`src/rtl/spi_pkg.sv`:
```
// Shared SPI frame definitions: frame length, R/W bit position, bit-counter width.
package spi_pkg;

    typedef enum logic {
        RW_READ  = 1'b0,
        RW_WRITE = 1'b1
    } rw_e;

    localparam int MIN_SYNC_FLOPS = 2;

    function automatic int frame_len(input int addr_w, input int data_w);
        return 1 + addr_w + data_w;
    endfunction

    function automatic int cnt_width(input int flen);
        return $clog2(flen + 1);
    endfunction

    // The R/W bit arrives first, so it ends up at the top of the shift register.
    function automatic int rw_pos(input int flen);
        return flen - 1;
    endfunction

endpackage

```
`src/rtl/spi_sync_edge.sv`:
```
// Multi-flop synchronizer for one SPI input with rise/fall detect on the last two stages.
module spi_sync_edge #(
    parameter int   STAGES = 2,
    parameter logic IDLE   = 1'b0
) (
    input  logic clk,
    input  logic rst_n,
    input  logic din,
    output logic level,
    output logic rise,
    output logic fall
);

    logic [STAGES-1:0] sync;

    // Stages reset to the line's idle level so no false edge appears after reset.
    always_ff @(posedge clk or negedge rst_n) begin
        if (!rst_n) begin
            sync <= {STAGES{IDLE}};
        end else begin
            sync <= {sync[STAGES-2:0], din};
        end
    end

    assign level = sync[STAGES-1];
    assign rise  = sync[STAGES-2] & ~sync[STAGES-1];
    assign fall  = ~sync[STAGES-2] & sync[STAGES-1];

endmodule

```
`src/rtl/spi_reg_bank.sv`:
```
// SPI mode-0 peripheral with a small register bank: one R/W bit, address, data per frame.
module spi_reg_bank
    import spi_pkg::*;
#(
    parameter int SYNC_FLOPS = 2,
    parameter int ADDR_W     = 7,
    parameter int DATA_W     = 8,
    parameter int NUM_REGS   = 5
) (
    input  logic                       clk,
    input  logic                       rst_n,
    input  logic                       SCLK,
    input  logic                       COPI,
    input  logic                       nCS,
    output logic                       CIPO,
    output logic                       cipo_oe,
    output logic [NUM_REGS*DATA_W-1:0] regs_flat,
    output logic                       wr_strobe,
    output logic [ADDR_W-1:0]          wr_addr,
    output logic                       frame_err
);

    localparam int FRAME_LEN = frame_len(ADDR_W, DATA_W);
    localparam int CNT_W     = cnt_width(FRAME_LEN);
    localparam int RW_POS    = rw_pos(FRAME_LEN);

    localparam logic [CNT_W-1:0]  LAST_CNT   = CNT_W'(FRAME_LEN);
    localparam logic [CNT_W-1:0]  ADDR_CNT   = CNT_W'(ADDR_W);
    localparam logic [ADDR_W:0]   NUM_REGS_W = (ADDR_W+1)'(NUM_REGS);

    logic sclk_level, sclk_rise, sclk_fall;
    logic copi_level, copi_rise, copi_fall;
    logic cs_level, cs_rise, cs_fall;

    spi_sync_edge #(.STAGES(SYNC_FLOPS), .IDLE(1'b0)) u_sync_sclk (
        .clk(clk), .rst_n(rst_n), .din(SCLK),
        .level(sclk_level), .rise(sclk_rise), .fall(sclk_fall)
    );

    spi_sync_edge #(.STAGES(SYNC_FLOPS), .IDLE(1'b0)) u_sync_copi (
        .clk(clk), .rst_n(rst_n), .din(COPI),
        .level(copi_level), .rise(copi_rise), .fall(copi_fall)
    );

    spi_sync_edge #(.STAGES(SYNC_FLOPS), .IDLE(1'b1)) u_sync_cs (
        .clk(clk), .rst_n(rst_n), .din(nCS),
        .level(cs_level), .rise(cs_rise), .fall(cs_fall)
    );

    // Only edges of SCLK and the level of COPI matter; the rest is intentionally dropped.
    logic sync_unused;
    assign sync_unused = ^{sclk_level, copi_rise, copi_fall};

    logic [DATA_W-1:0]    regs [NUM_REGS];
    logic [CNT_W-1:0]     cnt;
    logic [FRAME_LEN-1:0] shift;
    logic [FRAME_LEN-1:0] shift_next;
    logic                 capture;
    logic                 commit_pending;
    logic [DATA_W-1:0]    out_shift;
    logic                 rd_active;
    logic                 cipo;
    logic [DATA_W-1:0]    rd_value;
    logic [ADDR_W-1:0]    frame_addr;
    logic [DATA_W-1:0]    frame_data;
    logic                 frame_in_range;

    assign capture        = sclk_rise && !cs_level && (cnt < LAST_CNT);
    assign shift_next     = {shift[FRAME_LEN-2:0], copi_level};
    assign frame_addr     = shift[DATA_W +: ADDR_W];
    assign frame_data     = shift[DATA_W-1:0];
    assign frame_in_range = {1'b0, frame_addr} < NUM_REGS_W;

    // Unmatched (out-of-range) addresses fall through to zero.
    always_comb begin
        rd_value = '0;
        for (int i = 0; i < NUM_REGS; i++) begin
            if (shift_next[ADDR_W-1:0] == ADDR_W'(i)) begin
                rd_value = regs[i];
            end
        end
    end

    always_ff @(posedge clk or negedge rst_n) begin
        if (!rst_n) begin
            cnt            <= '0;
            shift          <= '0;
            commit_pending <= 1'b0;
            frame_err      <= 1'b0;
        end else begin
            frame_err      <= 1'b0;
            commit_pending <= 1'b0;
            if (cs_fall) begin
                cnt   <= '0;
                shift <= '0;
            end else if (cs_rise) begin
                cnt       <= '0;
                frame_err <= (cnt != '0) && (cnt < LAST_CNT);
            end else if (capture) begin
                shift          <= shift_next;
                cnt            <= cnt + 1'b1;
                commit_pending <= (cnt == LAST_CNT - 1'b1);
            end
        end
    end

    // The commit lands one cycle after the final bit, so a new frame starting now sees a clean counter.
    always_ff @(posedge clk or negedge rst_n) begin
        if (!rst_n) begin
            for (int i = 0; i < NUM_REGS; i++) begin
                regs[i] <= '0;
            end
            wr_strobe <= 1'b0;
            wr_addr   <= '0;
        end else begin
            wr_strobe <= 1'b0;
            if (commit_pending && rw_e'(shift[RW_POS]) == RW_WRITE && frame_in_range) begin
                wr_strobe <= 1'b1;
                wr_addr   <= frame_addr;
                for (int i = 0; i < NUM_REGS; i++) begin
                    if (frame_addr == ADDR_W'(i)) begin
                        regs[i] <= frame_data;
                    end
                end
            end
        end
    end

    always_ff @(posedge clk or negedge rst_n) begin
        if (!rst_n) begin
            out_shift <= '0;
            rd_active <= 1'b0;
            cipo      <= 1'b0;
        end else if (cs_fall || cs_rise) begin
            out_shift <= '0;
            rd_active <= 1'b0;
            cipo      <= 1'b0;
        end else if (capture && cnt == ADDR_CNT && rw_e'(shift_next[ADDR_W]) == RW_READ) begin
            out_shift <= rd_value;
            rd_active <= 1'b1;
        end else if (sclk_fall && rd_active) begin
            cipo      <= out_shift[DATA_W-1];
            out_shift <= out_shift << 1;
        end
    end

    for (genvar g = 0; g < NUM_REGS; g++) begin : g_flat
        assign regs_flat[g*DATA_W +: DATA_W] = regs[g];
    end

    assign CIPO    = cipo;
    assign cipo_oe = ~cs_level;

endmodule

```
`config.mk`:
```
export PLATFORM = sky130hd
export DESIGN_NAME = spi_reg_bank
export DESIGN_NICKNAME = d
export VERILOG_FILES = /design/src/rtl/spi_pkg.sv /design/src/rtl/spi_sync_edge.sv /design/src/rtl/spi_reg_bank.sv
export SDC_FILE = /design/constraint.sdc
export NUM_CORES = 1
export LEC_CHECK = 0
export CAP_MARGIN = 20
export CELL_PAD_IN_SITES_DETAIL_PLACEMENT = 0
export CELL_PAD_IN_SITES_GLOBAL_PLACEMENT = 1
export CORE_MARGIN = 3
export CORE_UTILIZATION = 48
export CTS_BUF_LIST = sky130_fd_sc_hd__clkbuf_8 sky130_fd_sc_hd__clkbuf_16
export CTS_CLUSTER_SIZE = 25
export DETAILED_ROUTE_END_ITERATION = 10
export PLACE_DENSITY_LB_ADDON = 0.1
export SKIP_CTS_REPAIR_TIMING = 1
export SLEW_MARGIN = 10
export SYNTH_ARGS = -nofsm -noshare
export SYNTH_HDL_FRONTEND = slang
export SYNTH_SLANG_ARGS = --single-unit
```
`constraint.sdc`:
```
create_clock -name clk -period 5.33 [get_ports clk]
set_clock_uncertainty 0.2 [all_clocks]
set_input_delay 1.066 -clock clk [delete_from_list [all_inputs] [get_ports clk]]
set_output_delay 1.066 -clock clk [all_outputs]
set_load 0.005 [all_outputs]
```
# Yosys cells after proc, flatten, opt, wreduce, memory -nomap -nowiden
# Cells that the tools add are included.
# Widths: inputs -> output; s select.
dict set report op_classes {
  muxes 25
  eq_ne 12
  n_bitwise 9
  order_cmp 2
  reduce_logical 25
  n_addsub 1
}
# operator n
set op_table {}
lappend op_table {{$mux 8} 8}
lappend op_table {{$mux 16} 3}
lappend op_table {{$eq 7x2->1 const B} 4}
lappend op_table {{$mux 5} 3}
lappend op_table {{$eq 7x1->1 const B} 2}
lappend op_table {{$eq 7x3->1 const B} 2}
lappend op_table {{$logic_not 7->1} 2}
lappend op_table {{$reduce_and 2->1} 7}
lappend op_table {{$mux 1} 11}
lappend op_table {{$logic_and 1x1->1} 8}
lappend op_table {{$lt 7x3->1 const B} 1}
lappend op_table {{$reduce_bool 2->1} 3}
lappend op_table {{$reduce_bool 3->1} 2}
lappend op_table {{$add 5x1->5 const B} 1}
lappend op_table {{$eq 5x3->1 const B} 1}
lappend op_table {{$eq 5x4->1 const B} 1}
lappend op_table {{$lt 5x5->1 const B} 1}
lappend op_table {{$not 1->1} 5}
lappend op_table {{$reduce_bool 5->1} 1}
lappend op_table {{$and 1x1->1} 4}
lappend op_table {{$ne 2x1->1 const B} 1}
lappend op_table {{$ne 2x2->1 const B} 1}
lappend op_table {{$logic_not 1->1} 1}
lappend op_table {{$logic_or 1x1->1} 1}
dict set report totals {
  in_bits 5
  elab_cells 91
  out_inout_bits 51
  regBits 87
}

# Depth between registers and ports, before layout
dict set report logic_depth {
  depth_word 8
  mapped_depth 6
  depth_no_buf 6
}

# Modules after synthesis
# From an unflattened synthesis, not the netlist that was laid out.
dict set report hier_totals {
  hier_cells 300
  hier_area_um2 3828.7
}
# mod area_each_um2 n_inst cells_each seq_area_each_um2
set by_module_without_submodules {}
lappend by_module_without_submodules {spi_reg_bank 3631.0 1 288 2026.9}
lappend by_module_without_submodules {{spi_sync_edge at u_sync_copi ...} 65.1 2 4 50.0}
lappend by_module_without_submodules {{spi_sync_edge at u_sync_cs} 67.6 1 4 52.6}

# Worst setup path after synthesis
# No wires, ideal clock.
dict set report synth_path {
  kind {reg-to-reg}
  startpoint {register u_sync_cs.sync[1]}
  endpoint {register out_shift[1]}
  arrival_ps 1696
  n_path_buf 0
  path_slack_ps 3310
  setup_ps 124
  path_stages_with_launch 6
  synth_period_minus_slack_ps 2020
  required_ps 5006
  cell_sequence {dfstp_2 > inv_1 > ha_1 > a21boi_1 > nand2_1 > a2bb2oi_1}
}
dict set report synth_between {
  elab_cells_between_ends 12
  cone_classes {mux (2); bitwise (3); reduce/logical (7)}
}
# element line_no
set synth_rtl {}
lappend synth_rtl {{from (decl)} spi_sync_edge.sv:14} ;# logic [STAGES-1:0] sync;
lappend synth_rtl {{from (signal assigned)} spi_sync_edge.sv:19} ;# sync <= {STAGES{IDLE}};
lappend synth_rtl {{from (signal assigned)} spi_sync_edge.sv:21} ;# sync <= {sync[STAGES-2:0], din};
lappend synth_rtl {{$not 1->1 *} --}
lappend synth_rtl {{named net cipo_oe} spi_reg_bank.sv:16} ;# output logic cipo_oe,
lappend synth_rtl {{$and 1x1->1 *} spi_sync_edge.sv:26} ;# assign rise = sync[STAGES-2] & ~sync[STAGES-1];
lappend synth_rtl {{$logic_or 1x1->1 *} spi_reg_bank.sv:134} ;# end else if (cs_fall || cs_rise) begin
lappend synth_rtl {{$reduce_bool 3->1 (no line) or $mux 8 (tied branches)} --}
lappend synth_rtl {{to (signal assigned)} spi_reg_bank.sv:139} ;# out_shift <= rd_value;
lappend synth_rtl {{to (signal assigned)} spi_reg_bank.sv:143} ;# out_shift <= out_shift << 1;
lappend synth_rtl {{to (decl)} spi_reg_bank.sv:60} ;# logic [DATA_W-1:0] out_shift;
# Mark *: on every way through the listed nets, which the timed path passes. The rest lies on a longest branch.
# A chain may end at the register's enable or synchronous reset.

# Worst setup path in the final report
dict set report layout_path {
  startpoint {register u_sync_cs.sync[1]}
  endpoint {output cipo_oe}
}
dict set report layout_between {
  elab_chain_len 1
}
# element line_no
set layout_lines {}
lappend layout_lines {{$not 1->1} spi_reg_bank.sv:152} ;# assign cipo_oe = ~cs_level;
lappend layout_lines {{to (decl)} spi_reg_bank.sv:16}
# Every way passes these cells.

==> metrics <==
Max Clk Rate=370.9 MHz; mean area per synthesized cell=around 13 um^2; Synth top area share=0.5438; Peak VDD IR=0.1498 mV; CP max stage delay=between 0.5 and 0.6 ns; Int Pwr=998.0 uW; Die W=96.27 um; period utilisation layout=0.5058; Main synth FF type=dfrtp_1; Fillers=approximately 660; DPL Wire Length=5569 um; Cells after Synth=295; Cell Area, Placed=4473 um^2; Ports=56; Post-DRT Antenna Nets=0; grt ovf=0; Least-Margin Pin Slew=0.6829 ns; die area=9268 um^2; PD cells=approximately 270 nW/um^2; CP bufs+invs=2; Finish-stage setup viols=0; initial antenna violation count=0; Hold Crit Class=flip-flop to flip-flop; outcome=completed; Req. time, crit path=~4 ns; CTS tree=yes; net switching power figure=around 280 uW; fraction of layout cells with a size suffix above 1=0.1733; FF/Latch Area=2180 um^2; kind of critical path=flip-flop to output port; Final #Nets=around 360; Post-synth EDFFs=0; Synth-to-Final Area Change=20.99%; area of the multi-input gates=1595 um^2; diode count=0; Post-Route WL=8021 um; placed cells=436; DRC=0; Initial Util=0.5010; Post-Syn Nets=305; post-synth cell types=50; RSZ-0062 raised after global routing=no; site row count=32; initial drt markers=191; Worst-path clk slew=0.08 ns; Ys Warns=0; CP cell instances=inv_1 -> clkdlybuf4s50_1; largest fanout on the critical path=4; Comb power frac=0.061; final slew viol count=0; slowest CP cell=dfstp_2; CTS sink cnt=87; Port Buf Inserts=55; clk_lat worst skew=0.35 ns; Synth area leaders=dfrtp_1 (54%), mux2_1 (9.2%), mux2_2 (5.2%), a22o_2 (3.1%), o21ai_0 (2.8%); Mapped Area=3911 um^2; largest net degree at the start of global routing=88; global-route wire length before repair=13120 um; Post-synth ARST share=1.000; Clock Root Buffer=clkbuf_8; Max-Cap Viols=0; Clk pwr share=0.394; CP Launch Type=flip-flop; post-synthesis sequential area ratio=0.5573; setup TNS=0 ns; Worst path top cell family by delay=flip-flops; Final Hold Vio Count=0; min Tclk post-route=~2.7 ns; Slew headroom=0.5447; GP Congestion=0.8167; FF+latch count, synth=87; via/cell ratio=approximately 5.6; CTS max path bufs=2; Seq pwr share=0.545; Wirelength per Cell=17.67 um; GRT Total Usage=0.1899; TritonCTS buffer count=9; Leak Pwr=0.002267 uW; WP data arrival=around 1.4 ns; Die H=about 96 um; post-synth top area cell=dfrtp_1; vias in the first global route=2506; Detailed Routing Iterations Pass 1=4; Final Non-Filler Cells=454; Core Region=7807 um^2; Sw Ratio=0.2216; CP endpoint kind=output port; post-route cell area=4732 um^2; htree depth=3; routed vias=~2500
-- kinds of logic after synthesis --
kind of cell	after synthesis	share of synthesized area
flip-flops	87	0.5573
buffers and inverters	22	0.03487
multiplexers	51	0.1465
AND/OR/NAND/NOR	71	0.1312
adder cells (fa/ha/maj)	5	0.01599
AO/OA/AOI/OAI	59	0.1142
-- power by group through the flow --
| stage | sequential, uW | combinational, uW | clock (uW) |
|---|---|---|---|
| 2_1_floorplan | 703 | 55.0 | 0 |
| 3_3_place_gp | 711 | 75.2 | 0 |
| 3_5_place_dp | 712 | 76.7 | 0 |
| 4_1_cts | 699 | 76.8 | 518 |
| 5_1_grt | 703 | 90.7 | 552 |
| 6_report | 699 | 78.5 | 505 |
-- per-stage QoR --
stage          hold slack, ns  utilization  total power [uW]  setup WS [ns]
4_1_cts                0.1714       0.6016              1294          2.610
6_report               0.1673       0.6061              1282          2.634
3_3_place_gp           0.1333       0.5729             786.7          3.006
5_1_grt                0.1774       0.6061              1346          2.558
3_5_place_dp           0.1524       0.5729             788.3          2.978
2_1_floorplan          0.1312            -             757.5          3.310
-- path summary, 6_finish.rpt --
kind                                            end  slack [ns]  cells after the start                start
worst max-delay path                        cipo_oe        2.63                      2    u_sync_cs.sync[1]
max in group asynchronous         u_sync_cs.sync[1]        3.86                      2                rst_n
worst min-delay path            u_sync_copi.sync[1]        0.17                      0  u_sync_copi.sync[0]
min in group asynchronous                wr_addr[6]        0.41                      1                rst_n
worst min register to register  u_sync_copi.sync[1]        0.17                      0  u_sync_copi.sync[0]
worst max register to register         out_shift[5]        2.97                      5    u_sync_cs.sync[1]
-- cells in the mapped netlist, drive strengths merged (3+ instances only) --
master,number
dfrtp,85
mux2,50
o21ai,22
nand2,17
a22o,16
nor3,9
buf,8
clkbuf,8
nor2,8
a2bb2oi,7
a311o,7
or4bb,7
and2,6
inv,6
ha,5
nand3,5
and3,3
nand3b,3
-- layout make-up --
cell class / instances / share of cell area
clock buffer: 11 / 0.03199
clock inverter: 5 / 0.01534
inverter: 6 / 0.004759
multi-input combinational: 186 / 0.3371
sequential: 87 / 0.4606
tap: 102 / 0.02697
timing repair buffer: 57 / 0.1232
-- layout by cell type (no fill, tap or decap), types with 2 or more instances in the layout --
cell / synthesis / final
mux2_2: 18 / 18
mux2_1: 32 / 32
clkdlybuf4s50_1: 0 / 54
nand3_1: 4 / 4
clkbuf_8: 2 / 11
bufinv_16: 0 / 2
a21oi_1: 2 / 2
a22o_2: 12 / 12
ha_1: 5 / 5
o21ai_0: 22 / 22
inv_1: 6 / 8
and3_1: 3 / 3
nor2b_1: 2 / 2
nand3b_4: 2 / 2
nor3_1: 8 / 8
and2_1: 5 / 5
or4bb_1: 7 / 7
dfrtp_1: 85 / 85
dfstp_2: 2 / 2
a22o_1: 4 / 4
nor2_1: 8 / 8
a311o_1: 7 / 7
buf_4: 2 / 2
a2bb2oi_1: 7 / 7
nand2_1: 16 / 16
-- layer usage --
metal	up-vias	global-route usage	share of wire
met5	-	0	0
met4	0	0.07227	0.015
met3	12	0.03440	0.058
met2	71	0.2685	0.44
met1	1269	0.2885	0.49
li1	1193	-	-
-- sequential cells by signal (all words and copies together), names as in the netlist --
register / flops
CIPO: 1
cnt: 5
commit_pending: 1
frame_err: 1
out_shift: 8
rd_active: 1
regs_flat: 40
shift: 16
u_sync_copi.sync: 2
u_sync_cs.sync: 2
u_sync_sclk.sync: 2
wr_addr: 7
wr_strobe: 1
-- worst reg2reg max path, delay by kind of cell, from the launching register on --
family / cells / cell delay (ns)
simple gates: 1 / 0.29
fa+ha+maj: 1 / 0.41
compound gates: 2 / 0.70
buf+inv: 1 / 0.07
flops: 1 / 0.58
No activity file was read; power rests on OpenSTA's default activity.
==> variant 1: new RTL, config.mk and constraints unchanged <==
Make the reset (`rst_n`) synchronous in 4 clocked blocks.
--- a/src/rtl/spi_sync_edge.sv
+++ b/src/rtl/spi_sync_edge.sv
@@ -15,5 +15,5 @@
 
     // Stages reset to the line's idle level so no false edge appears after reset.
-    always_ff @(posedge clk or negedge rst_n) begin
+    always_ff @(posedge clk) begin
         if (!rst_n) begin
             sync <= {STAGES{IDLE}};
--- a/src/rtl/spi_reg_bank.sv
+++ b/src/rtl/spi_reg_bank.sv
@@ -82,5 +82,5 @@
     end
 
-    always_ff @(posedge clk or negedge rst_n) begin
+    always_ff @(posedge clk) begin
         if (!rst_n) begin
             cnt            <= '0;
@@ -106,5 +106,5 @@
 
     // The commit lands one cycle after the final bit, so a new frame starting now sees a clean counter.
-    always_ff @(posedge clk or negedge rst_n) begin
+    always_ff @(posedge clk) begin
         if (!rst_n) begin
             for (int i = 0; i < NUM_REGS; i++) begin
@@ -127,5 +127,5 @@
     end
 
-    always_ff @(posedge clk or negedge rst_n) begin
+    always_ff @(posedge clk) begin
         if (!rst_n) begin
             out_shift <= '0;
Function: differs if rst_n is asserted again (counterexample within 4 cycles, from zero or initial values and one cycle with rst_n low); with rst_n held inactive, the same outputs for 10 cycles.
==> variant 1 against the original RTL <==
Cell count grew 3.5%. First-iteration DRC count shrank 39%. Critical path type is now in -> reg. Die area shrank 11%. Area after synthesis shrank 11%. Routed wire length shrank 1.7%. Core utilization grew 2.1 points. Sequential cell count is the same. Maximum frequency shrank 7.5%. Final area shrank 8.4%. Setup slack lost 220 ps. Total power grew 0.21%. Largest cell class unchanged.
==> variant 1: results (changes against the original RTL) <==
Clocking
  – H-tree level count: 3 (unchanged)
  – Clock buffer depth: 2 (unchanged)
  – Root Buffer: clkbuf_8
  – Worst-Skew Late Latency: 350 ps (about the same)
  – Clock-pin transition on the worst setup and hold timing paths: 90 ps
  – Num CTS Buffers: 9 (unchanged)

Drt
  – DRT iter0 DRCs: 116 (-39%)
  – Vias per cell: 5.285 (-5.7%)
  – WL per Instance: 16.77 µm (-5.1%)
  – Iteration count of the initial detailed-routing pass: 4 (unchanged)
  – Routed wire length: 7.884 mm (-1.7%)

Finish
  – Final Instance Area: 4333 µm² (-8.4%)
  – Diodes inserted: 0 (unchanged)
  – Share of layout cells above drive strength 1: 7.487% (-9.8 points)
  – Top Registers: regs: 40 flops, shift: 16 flops, out_shift: 8 flops
  – Final net count: 380 (+6.4%)

Synthesis
  – Ys async rst share: 0% (-100 points)
  – Avg Inst Size Synth: 11.01 µm² (-17%)
  – Seq/Total Area, Yosys: 61.78% (+6.1 points)
  – Post-Syn Nets: 326 (+6.9%)
  – Number of synthesized flops with an enable pin: 40 (+40)
  – Synth top area cells: edfxtp_1 35%, dfxtp_1 27%, nand2_1 5.6%
  – Synth cell types: 38 (-24%)
  – Primary FF master, synth: dfxtp_1
  – Post-synth top cells: 52 x nand2_1, 47 x dfxtp_1, 40 x edfxtp_1
  – Yosys warns: 0 (unchanged)

Global route
  – Vias in the first global route: 2307 (-7.9%)
  – Largest net degree at the start of global routing: 24 (-73%)
  – Antenna violations before repair: 0 (unchanged)
  – GRT Overall Usage: 19.59% (+0.60 points)
  – Global-route wire length before repair: 12.54 mm (-4.4%)

Placement
  – DP HPWL: 5.475 mm (-1.7%)
  – Dpl cells: 454 (+4.1%)
  – Pre-CTS WS: 2054 ps (-924.3 ps)
  – IO buf count: 55 (unchanged)
  – Gp weighted congestion: 0.7548 (-7.6%)
  – Placed instance area: 4108 µm² (-8.2%)

Critical path
  – WP data arrival: 2910 ps (+1480 ps)
  – Crit-path max FO: 20 (+16)
  – Reg2reg path depth: 5 (unchanged)
  – Worst r2r dst: regs[0][15]
  – Crit Reg-Reg Startpoint: shift[11]
  – Setup slack, reg-to-reg: 2630 ps (-340 ps)

Power and ir drop
  – Static Leak: 1.542 nW (-32%)
  – VDD IR max: 0.2021 mV (+35%)

Timing
  – Worst slew pin tran: 982.0 ps (+299.1 ps)
  – Setup TNS: 0 ps (unchanged)

Min path
  – Hold Path Origin: out_shift[7]
  – Hold path endpoint: CIPO
  – Hold path cells: 2 (+2)
  – Hold crit path type: reg -> reg

Run status
  – Outcome: finished clean
-- variant 1: worst max-delay path: stages --
cell	delay, ps
clkdlybuf4s50_1	840
inv_1	180
nor2_1	530
and2_1	290
-- variant 1: metrics by stage --
stage	utilization, %	hold WS [ps]
after global placement	59.37	224.0
after CTS	62.74	262.0
final	62.74	255.7
after detailed placement	59.47	225.8
after global routing	62.74	270.2
after floorplan	-	211.9
-- variant 1: cell type report --
class                   count  area [µm²]
multi-input cells         201        1216
fillers                   641        2574
repair buffers             61       595.6
inverters                   9       33.78
well taps                  96       120.1
clock inverters             7       101.3
clock buffers               9       123.9
flip-flops and latches     87        2142
-- variant 1: per-layer routing --
metal,vias up,track usage [%],part of all wire (%)
met1,1178,28.94,47
met4,0,6.784,1.2
met2,72,28.76,45
met3,10,3.894,6.9
met5,-,0,0
li1,1224,-,-
-- variant 1: worst max-delay path by stage --
stage | startpoint | to | slack, ps | cells past startpoint
2_1_floorplan | shift[11] | regs[0][0] | 2940 | 4
3_3_place_gp | rst_n | regs[0][34] | 2050 | 4
3_5_place_dp | rst_n | regs[0][2] | 2050 | 4
4_1_cts | rst_n | regs[0][10] | 2410 | 4
5_1_grt | rst_n | regs[0][21] | 2180 | 4
6_report | rst_n | regs[0][39] | 2410 | 4
-- variant 1: power breakdown --
| group | internal (W) | switching (W) |
|---|---|---|
| Sequential | 0.000706 | 0.00000940 |
| Combinational | 0.0000273 | 0.0000282 |
| Clock | 0.000269 | 0.000245 |
-- variant 1: logic make-up after synthesis --
group	after synthesis	share of synthesized area [%]
compound gates	65	11.91
xor+xnor	2	0.5053
fa+ha+maj	6	2.165
buf+inv	27	3.140
flops	87	61.78
mux	9	2.959
simple gates	119	17.54
==> variant 2: new RTL, config.mk and constraints unchanged <==
Made on the original files. The parameter `IDLE` goes from 1'b1 to 1'b0.
--- a/src/rtl/spi_reg_bank.sv
+++ b/src/rtl/spi_reg_bank.sv
@@ -43,5 +43,5 @@
     );
 
-    spi_sync_edge #(.STAGES(SYNC_FLOPS), .IDLE(1'b1)) u_sync_cs (
+    spi_sync_edge #(.STAGES(SYNC_FLOPS), .IDLE(1'b0)) u_sync_cs (
         .clk(clk), .rst_n(rst_n), .din(nCS),
         .level(cs_level), .rise(cs_rise), .fall(cs_fall)
Check against the original RTL: not equivalent (Yosys sat finds a counterexample within 4 cycles, from zero or initial values and one cycle with rst_n low).
==> variant 2 against the original RTL <==
Via count is 0.55% lower. Cell count unchanged. Routed wire length fell by 1.0%. Count of clock-buffer cells in the layout is the same. Register-to-register slack improved by 140 ps. Total power rose by 0.39%. Area after synthesis barely moved. Sequential share of layout area decreased by 0.15 points. Sequential cell count did not move. Critical path depth stayed put. Largest power group unchanged. Setup slack better by 63 ps. Final area up 0.21%.
==> variant 2: results (changes against the original RTL) <==
Run status
  – Outcome: finished clean

Synthesis
  – Yosys warns: 0 (unchanged)
  – Synth Area in Compound Gates: 11.43% (about the same)
  – Mux contribution to synthesized area: 14.66% (about the same)
  – Post-Synth XOR/XNOR Area: 0% (unchanged)
  – Primary FF master, synth: dfrtp_1
  – Post-synth top cells: 87 x dfrtp_1, 32 x mux2_1, 22 x o21ai_0
  – Synth cell types: 49 (-2.0%)
  – Synth top area cells: dfrtp_1 56%, mux2_1 9.2%, mux2_2 5.2%
  – Post-Syn Nets: 305 (unchanged)
  – Adder-cell share of the synthesized area: 1.601% (about the same)
  – Ys async rst share: 100.0% (unchanged)
  – Seq/Total Area, Yosys: 55.70% (about the same)

Clocking
  – Worst-Skew Late Latency: 340 ps
  – Clock buffer depth: 2 (unchanged)
  – H-tree level count: 3 (unchanged)
  – Root Buffer: clkbuf_8
  – Clock-pin transition on the worst setup and hold timing paths: 90 ps

Min path
  – Hold crit path type: reg -> reg
  – Hold path endpoint: u_sync_copi.sync[1]

Drt
  – Met2 wire length: 3.538 mm (+0.54%)
  – Routed wire length: 7.939 mm (-1.0%)
  – Uppermost layer routed: met4
  – Post-route ant nets: 0 (unchanged)
  – Routed vias: 2531 (-0.55%)
  – Wire length on met3: 390 µm (-16%)
  – Iteration count of the initial detailed-routing pass: 4 (unchanged)
  – DRT met1 WL: 3.964 mm (+1.2%)
  – DRT iter0 DRCs: 145 (-24%)

Global route
  – Grt met1 use: 27.55% (-1.3 points)
  – Largest net degree at the start of global routing: 88 (unchanged)
  – GRT Overall Usage: 18.51% (-0.48 points)
  – Met2 Use GR: 27.37% (+0.52 points)
  – Global-route wire length before repair: 12.96 mm (-1.2%)
  – GR Util met3: 3.206% (-0.23 points)
  – Vias in the first global route: 2504 (-0.080%)

Finish
  – Final net count: 357 (unchanged)
  – Diodes inserted: 0 (unchanged)
  – Fillers: 660 (+0.46%)
  – Share of layout cells above drive strength 1: 17.05% (-0.28 points)
  – Max reg flops: 40 (unchanged)

Critical path
  – Crit-path max FO: 4 (unchanged)
  – Worst r2r dst: out_shift[5]
  – Slowest-stage cell, CP: clkdlybuf4s50_1
  – Reg2reg path depth: 5 (unchanged)
  – Slowest stage delay, CP: 500 ps (-80 ps)
  – WP data arrival: 1370 ps (-60 ps)
  – Crit Reg-Reg Startpoint: u_sync_cs.sync[1]

Flow run
  – Max capacitance violation total: 0 (unchanged)

Placement
  – Pre-CTS WS: 3058 ps (+80.17 ps)
  – Gp weighted congestion: 0.7968 (-2.4%)
  – IO buf count: 55 (unchanged)
  – Placed instance area: 4482 µm² (+0.20%)
  – DP HPWL: 5.582 mm (+0.24%)

Power and ir drop
  – Static Leak: 2.270 nW (+0.12%)
  – VDD IR max: 0.1779 mV (+19%)

Timing
  – Slew HR: 53.79% (-0.69 points)
## variant 2: critical path: cells and delay by family (launching register included)
kind | cells | cell delay [ps]
buf+inv | 2 | 600
flops | 1 | 430
## variant 2: layout make-up
cell class,count,area share (%)
tap,102,2.691
multi-input combinational,186,33.64
sequential,87,45.91
inverter,6,0.4749
clock buffer,11,3.193
timing repair buffer,57,12.37
clock inverter,5,1.715
## variant 2: stage by stage
stage          utilization [%]  total power, W  instances  hold slack [ps]
6_report                 60.74        0.001287        454            155.2
5_1_grt                  60.74        0.001343        454            175.0
4_1_cts                  60.38        0.001303        453            156.6
3_5_place_dp             57.40       0.0007883        437            135.5
3_3_place_gp             57.26       0.0007869        436            135.4
2_1_floorplan                -       0.0007569        295            131.2
## variant 2: how the worst max path moves through the flow
| stage | startpoint | to | slack [ps] | cells past startpoint |
|---|---|---|---|---|
| finish | u_sync_cs.sync[1] | cipo_oe | 2700 | 2 |
| floorplan | u_sync_cs.sync[1] | out_shift[1] | 3440 | 5 |
| CTS | u_sync_cs.sync[1] | cipo_oe | 2670 | 2 |
| global placement | u_sync_cs.sync[1] | cipo_oe | 3060 | 2 |
| global route | u_sync_cs.sync[1] | cipo_oe | 2630 | 2 |
| detailed placement | u_sync_cs.sync[1] | cipo_oe | 3060 | 2 |
## variant 2: where the power goes
part | total [W] | leakage (nW) | internal, W | switching, W
logic | 0.0000781 | 0.961 | 0.0000345 | 0.0000436
clock network | 0.000510 | 0.121 | 0.000290 | 0.000221
registers | 0.000698 | 1.19 | 0.000677 | 0.0000213
## variant 2: cell families after synthesis
group                    count (synthesis)
multiplexers                            51
AND/OR/NAND/NOR                         71
buffers and inverters                   22
adder cells (fa/ha/maj)                  5
flip-flops                              87
AO/OA/AOI/OAI                           59
